--- src/rtl/cnt_mod_pkg.sv ---
// Shared types and step function for the parametrised modulo counter.
// next_cnt works in 33 bits so any WIDTH up to 32 can step without overflow.
package cnt_mod_pkg;

    typedef enum logic [1:0] {CNT_WRAP, CNT_SAT, CNT_ONESHOT} mode_t;
    typedef enum logic {RUN, HALT} state_t;

    localparam int unsigned CNT_AW = 33;

    typedef struct packed {
        logic [CNT_AW-1:0] val;
        logic              bnd;
    } step_t;

    // One enabled step from cur; bnd flags an attempt to step past 0 or max.
    function automatic step_t next_cnt(input logic [CNT_AW-1:0] cur,
                                       input logic              dir,
                                       input logic [CNT_AW-1:0] max,
                                       input mode_t             mode);
        step_t r;
        r.val = cur;
        r.bnd = 1'b0;
        if (dir) begin
            if (cur < max) begin
                r.val = cur + 33'd1;
            end else begin
                r.bnd = 1'b1;
                if (mode == CNT_WRAP) r.val = '0;
            end
        end else begin
            if (cur != '0) begin
                r.val = cur - 33'd1;
            end else begin
                r.bnd = 1'b1;
                if (mode == CNT_WRAP) r.val = max;
            end
        end
        return r;
    endfunction

endpackage

--- src/rtl/cnt_mod.sv ---
// Parametrised up/down modulo counter with wrap, saturate and one-shot
// boundary modes, registered boundary pulse and halted flag.
module cnt_mod
    import cnt_mod_pkg::*;
#(
    parameter int unsigned       WIDTH   = 8,
    parameter logic [CNT_AW-1:0] MOD_MAX = (33'd1 << WIDTH) - 33'd1,
    parameter mode_t             MODE    = CNT_WRAP,
    parameter logic [CNT_AW-1:0] RST_VAL = '0
) (
    input  logic             clk,
    input  logic             rst,
    input  logic             en,
    input  logic             dir,
    input  logic             clr,
    input  logic             load,
    input  logic [WIDTH-1:0] ld_val,
    output logic [WIDTH-1:0] cnt,
    output logic             tc,
    output logic             halted
);

    localparam logic [CNT_AW-1:0] FULL_MAX = (33'd1 << WIDTH) - 33'd1;

    if (WIDTH < 2 || WIDTH > 32) begin : g_bad_width
        $error("cnt_mod: WIDTH must be in 2..32");
    end
    if (MOD_MAX < 33'd1 || MOD_MAX > FULL_MAX) begin : g_bad_max
        $error("cnt_mod: MOD_MAX must be in 1..2**WIDTH-1");
    end
    if (RST_VAL > MOD_MAX) begin : g_bad_rst
        $error("cnt_mod: RST_VAL must not exceed MOD_MAX");
    end

    logic [WIDTH-1:0] cnt_q, cnt_d;
    logic             tc_q, tc_d;
    state_t           state_q, state_d;

    logic [CNT_AW-1:0] cur_w;
    step_t             step_w;
    logic              step_act_w;
    logic              unused_w;

    assign cur_w      = CNT_AW'(cnt_q);
    assign step_w     = next_cnt(cur_w, dir, MOD_MAX, MODE);
    assign step_act_w = en && (state_q == RUN) && !clr && !load;
    assign unused_w   = ^step_w.val[CNT_AW-1:WIDTH];

    // clr beats load beats a step; rst is handled in the register itself.
    always_comb begin
        cnt_d   = cnt_q;
        tc_d    = 1'b0;
        state_d = state_q;
        if (clr) begin
            cnt_d   = RST_VAL[WIDTH-1:0];
            state_d = RUN;
        end else if (load) begin
            cnt_d   = (CNT_AW'(ld_val) > MOD_MAX) ? MOD_MAX[WIDTH-1:0] : ld_val;
            state_d = RUN;
        end else if (step_act_w) begin
            cnt_d = step_w.val[WIDTH-1:0];
            tc_d  = step_w.bnd;
            if (step_w.bnd && MODE == CNT_ONESHOT) state_d = HALT;
        end
    end

    always_ff @(posedge clk) begin
        if (rst) begin
            cnt_q   <= RST_VAL[WIDTH-1:0];
            tc_q    <= 1'b0;
            state_q <= RUN;
        end else begin
            cnt_q   <= cnt_d;
            tc_q    <= tc_d;
            state_q <= state_d;
        end
    end

    assign cnt    = cnt_q;
    assign tc     = tc_q;
    assign halted = (state_q == HALT);

`ifdef ASSERTS_SV
    a_range: assert property (@(posedge clk) disable iff (rst)
        CNT_AW'(cnt_q) <= MOD_MAX);
    a_known: assert property (@(posedge clk) disable iff (rst)
        !$isunknown({cnt_q, tc_q, state_q}));
    a_up: assert property (@(posedge clk) disable iff (rst)
        (step_act_w && dir && !step_w.bnd) |=> cnt_q == $past(cnt_q) + WIDTH'(1));
    a_hold: assert property (@(posedge clk) disable iff (rst)
        (state_q == HALT && !clr && !load) |=> $stable(cnt_q));
    a_tc: assert property (@(posedge clk) disable iff (rst)
        tc_q |-> $past(step_act_w && step_w.bnd));
`endif

endmodule

--- config.mk ---
export PLATFORM = sky130hd
export DESIGN_NAME = cnt_mod
export DESIGN_NICKNAME = d
export VERILOG_FILES = /design/src/rtl/cnt_mod_pkg.sv /design/src/rtl/cnt_mod.sv
export SDC_FILE = /design/constraint.sdc
export NUM_CORES = 1
export LEC_CHECK = 0
export CAP_MARGIN = 40
export CORE_ASPECT_RATIO = 1.25
export CORE_MARGIN = 2
export CORE_UTILIZATION = 40
export DETAILED_ROUTE_END_ITERATION = 8
export GPL_TIMING_DRIVEN = 0
export PLACE_DENSITY = 0.64
export SYNTH_ARGS = -nofsm -noshare
export SYNTH_HDL_FRONTEND = slang
export SYNTH_SLANG_ARGS = --single-unit
--- constraint.sdc ---
create_clock -name clk -period 1.84 [get_ports clk]
set_input_delay 0.552 -clock clk [delete_from_list [all_inputs] [get_ports clk]]
set_output_delay 0.552 -clock clk [all_outputs]
set_load 0.01 [all_outputs]
# [Word-level counts from Yosys, hierarchy flattened]
# Cells that the tools add are included.
[classes] n_reduce_logical=8 order_cmp=1 n_mux=7 bitwise_logic=1 add_sub_neg=2
[ops] cell="$reduce_bool 33->1" n=1
[ops] cell="$mux 8" n=4
[ops] cell="$mux 9" n=1
[ops] cell="$add 8x1->8 const B" n=1
[ops] cell="$lt 8x8->1 const B" n=1
[ops] cell="$sub 8x1->8 const B" n=1
[ops] cell="$reduce_or 4->1" n=1
[ops] cell="$logic_and 1x1->1" n=2
[ops] cell="$logic_not 1->1" n=2
[ops] cell="$mux 1" n=2
[ops] cell="$reduce_bool 2->1" n=1
[ops] cell="$reduce_or 2->1" n=1
[ops] cell="$not 1->1" n=1
[word_totals] reg_bits=9 inputBits=14 word_cells=21 out_inout_bits=10

# [Logic depth before layout (Yosys ltp)]
[depth] depth_word=5 ltp_mapped=8

# [Worst setup path after synthesis]
# No wires, ideal clock.
[synth_timing] path_type="flip-flop to flip-flop" startpoint="register cnt_q[0], in the netlist cnt[0]" endpoint="register cnt_q[7], in the netlist cnt[7]" path_buffers=1 arrival_ns=1.550 required_time_ns=1.716 path_slack_ns=0.167 path_stages_with_launch=7 path_cell_list="dfxtp_1 > buf_6 > or4_4 > nor4_2 > nor4b_1 > nor4_1 > a21oi_1"
[synth_between] elab_chain_len=5
[synth_lines] element="start: declaration" line_no="cnt_mod.sv:35" text="logic [WIDTH-1:0] cnt_q, cnt_d;"
[synth_lines] element="start signal: assignment" line_no="cnt_mod.sv:69" text="cnt_q <= RST_VAL[WIDTH-1:0];"
[synth_lines] element="start signal: assignment" line_no="cnt_mod.sv:73" text="cnt_q <= cnt_d;"
[synth_lines] element="$sub 8x1->8, or another cell as far along" line_no="cnt_mod_pkg.sv:32" text="r.val = cur - 33'd1;"
[synth_lines] element="$mux 8, on equally long branches" line_no="cnt_mod_pkg.sv:31, cnt_mod_pkg.sv:24"
[synth_lines] element="$mux 9 *" line_no="cnt_mod_pkg.sv:23" text="if (dir) begin"
[synth_lines] element="$mux 8 *" line_no="cnt_mod.sv:60" text="end else if (step_act_w) begin"
[synth_lines] element="$mux 8 *" line_no="cnt_mod.sv:57" text="end else if (load) begin"
# Mark *: on every way between the ends. The rest lies on a longest branch, timed or not. The select of a mux whose other input is x is not followed.
# A chain may end at the register's enable or synchronous reset.

# [Worst setup path in the final report]
[layout_timing] startpoint="register cnt_q[6], in the netlist cnt[6]" endpoint="output cnt[6]"
[layout_rtl] element="end: declaration" line_no="cnt_mod.sv:18" text="output logic [WIDTH-1:0] cnt,"
# No word-level cell between the ends.

==> results.py <==
metrics = {
    "outcome": {
        "status": "completed",
    },
    "power": {
        "comb_power_share_pct": 37.6,
        "clockPowerShare_pct": 26.8,
        "switchingPower_mw": 0.200,
        "vdd_drop_max_mv": 0.303,
        "power_density_mw_per_mm2": 489,
        "p_int_mw": 0.406,
        "leakage_nw": 0.461,
        "finalPower_mw": 0.606,
        "p_seq_share_pct": 35.6,
        "swShare_pct": 33.0,
    },
    "global_route": {
        "grt_start_max_net_pins": 11,
        "grt_pass1_vias": 959,
        "grt_first_pass_wirelength_um": 4460,
        "grt_remaining_overflow": 0,
        "antenna_found_initial": 0,
        "track_usage_pct": 22.7,
    },
    "place": {
        "port_buffers": 22,
        "place_ws_ns": -0.464,
        "hpwl_um": 1830,
        "gp_congestion": 0.901,
    },
    "drt": {
        "drt-vias-per-instance": 6.27,
        "drt_wl_total_um": 2630,
        "drc": 0,
        "vias": 1047,
        "wl_per_cell_um": 15.7,
        "ant_nets": 0,
        "drt_first_pass_iters": 4,
        "drtIter0Drc": 31,
    },
    "worst_setup_path": {
        "cp_slowest_cell": "clkdlybuf4s50_1",
        "crit_fanout": 8,
        "cp_top_family": "buffers and inverters",
        "end_kind": "primary output",
        "worstPathRequired_ns": 1.29,
        "path_class": "flop to primary output",
        "worstSetupStartpointType": "flop",
        "cp_cell_sequence": "clkdlybuf4s50_1",
        "arrival_ns": 1.26,
        "worst-path-buf-inv": 1,
        "worst_path_largest_cell_delay_ns": 0.57,
    },
    "clocking": {
        "cts_buffers": 3,
        "root_buffer": "clkbuf_4",
        "clkTransAtPathRegs_ns": 0.07,
        "clk_latency_ns": 0.26,
        "cts_buffer_depth": 2,
        "cts_tree": "done",
        "cts.sinks": 9,
        "cts_max_level": 1,
    },
    "yosys": {
        "syn_inst": 116,
        "synth_edf_count": 0,
        "yosysWarningCount": 0,
        "synth_top_area_share_pct": 20.6,
        "synth.area.top_cells": "dfxtp_1 (21%), o21ai_0 (6.9%), buf_6 (5.2%)",
        "synthArstFlopShare_pct": 0,
        "ys_ff_latch": 9,
        "ys.flop_type": "dfxtp_1",
        "syn-cell-area_um2": 873,
        "synthesis.nets": 133,
        "synth_cell_types": 42,
        "ys_seq_area_share_pct": 20.6,
        "yosys-top-cells-count": "nor2_1 (12), o21ai_0 (12), dfxtp_1 (9)",
        "synth_top_area_cell": "dfxtp_1",
        "synth.avg_cell_area_um2": 7.53,
    },
    "layout": {
        "drive_gt1_share_pct": 21.1,
        "antennaDiodeCount": 0,
        "final_nets": 165,
        "final_util_pct": 61.2,
        "area_delta_synth_final_pct": 42.0,
    },
    "job": {
        "cap_violations": 0,
    },
    "timing": {
        "post-route-min-period_ns": 1.81,
        "setup_slack_ns": 0.0290,
        "slew_violations": 0,
        "setup_tns_ns": 0,
        "hold_viol": 0,
        "period_share_pct": 98.4,
        "max_freq_ghz": 0.552,
        "holdWs_ns": 0.616,
        "fin_skew_ns": 0.000661,
        "finalSetupViolCount": 0,
    },
    "floorplan": {
        "die_area_mm2": 0.00258,
        "fp-row-count": 18,
        "die_w_um": 45.8,
        "die_y_um": 56.2,
        "core_area_mm2": 0.00203,
        "start_util_pct": 43.1,
        "ioPinCount": 24,
    },
    "min_path": {
        "hold_path_class": "flop to flop",
    },
}
## cells by family after synthesis
logic type	share of synthesized area, %
flip-flops	20.6
AND/OR/NAND/NOR	30.1
buffers and inverters	13.6
multiplexers	2.44
XOR/XNOR	2.01
adder cells (fa/ha/maj)	4.30
AO/OA/AOI/OAI	26.5
other	0.429
## sequential cells by signal, summed over array words and instances (netlist names)
register	cells
cnt	8
tc	1
## routing by layer
metal | part of all wire (%) | vias up | routed length [µm] | track usage (%)
li1 | - | 496 | - | -
met1 | 41 | 484 | 1090 | 31.3
met2 | 50 | 61 | 1320 | 35.6
met3 | 6.9 | 6 | 182 | 3.25
met4 | 1.6 | 0 | 42 | 6.53
met5 | 0 | - | 0 | 0
## cell usage in the layout, fill, tap and decap left out, types with 2 or more instances in the layout
cell,n
clkdlybuf4s50_1,19
nor2_1,12
o21ai_0,12
buf_4,9
nand3_1,7
a21oi_1,7
nor3_1,6
dfxtp_1,6
nand2_1,5
inv_1,4
buf_6,4
o211ai_1,4
a31oi_1,4
ha_1,3
clkbuf_4,3
clkbuf_8,2
nor4_4,2
nor2b_1,2
nor4_1,2
or3_1,2
dfxtp_2,2
dlymetal6s2s_1,2
## per-stage QoR
step	instances	instance area (µm²)
6_report	167	1240
5_1_grt	167	1240
3_5_place_dp	158	1120
2_1_floorplan	116	873
4_1_cts	165	1180
3_3_place_gp	158	1120
## cell type report
cell class                      count  area [µm²]
Multi-Input combinational cell     92         618
Buffer                             11         108
Timing Repair Buffer               27         262
Inverter                            4        15.0
Tap cell                           20        25.0
Clock buffer                        4        26.3
Fill cell                         185         787
Sequential cell                     9         186
## path summary, 6_finish.rpt
check / from / endpoint / slack, ns / cells after the start
max: cnt[6]$_SDFFE_PP0P_ / cnt[6] / 0.03 / 1
min: cnt[6]$_SDFFE_PP0P_ / cnt[6]$_SDFFE_PP0P_ / 0.62 / 2
max reg2reg: cnt[2]$_SDFFE_PP0P_ / cnt[5]$_SDFFE_PP0P_ / 0.07 / 7
min reg2reg: cnt[6]$_SDFFE_PP0P_ / cnt[6]$_SDFFE_PP0P_ / 0.62 / 2
## power by group through the flow
stage | clock [mW] | combinational (mW) | sequential [mW]
finish | 0.163 | 0.228 | 0.216
global route | 0.178 | 0.248 | 0.217
CTS | 0.168 | 0.209 | 0.215
detailed placement | 0 | 0.202 | 0.219
global placement | 0 | 0.200 | 0.218
floorplan | 0 | 0.122 | 0.221
## tightest hold or removal path: cells and delay by family (launching register included)
kind	cells	cell delay, ns
flops	1	0.37
compound gates	2	0.20
## timing repair
action                     CTS  global route
resized for setup            6            12
hold buffers                 0             0
pin swaps                    0             3
buffers inserted             3             2
setup endpoints to repair    8            10
Power figures use the tool's default switching activity.
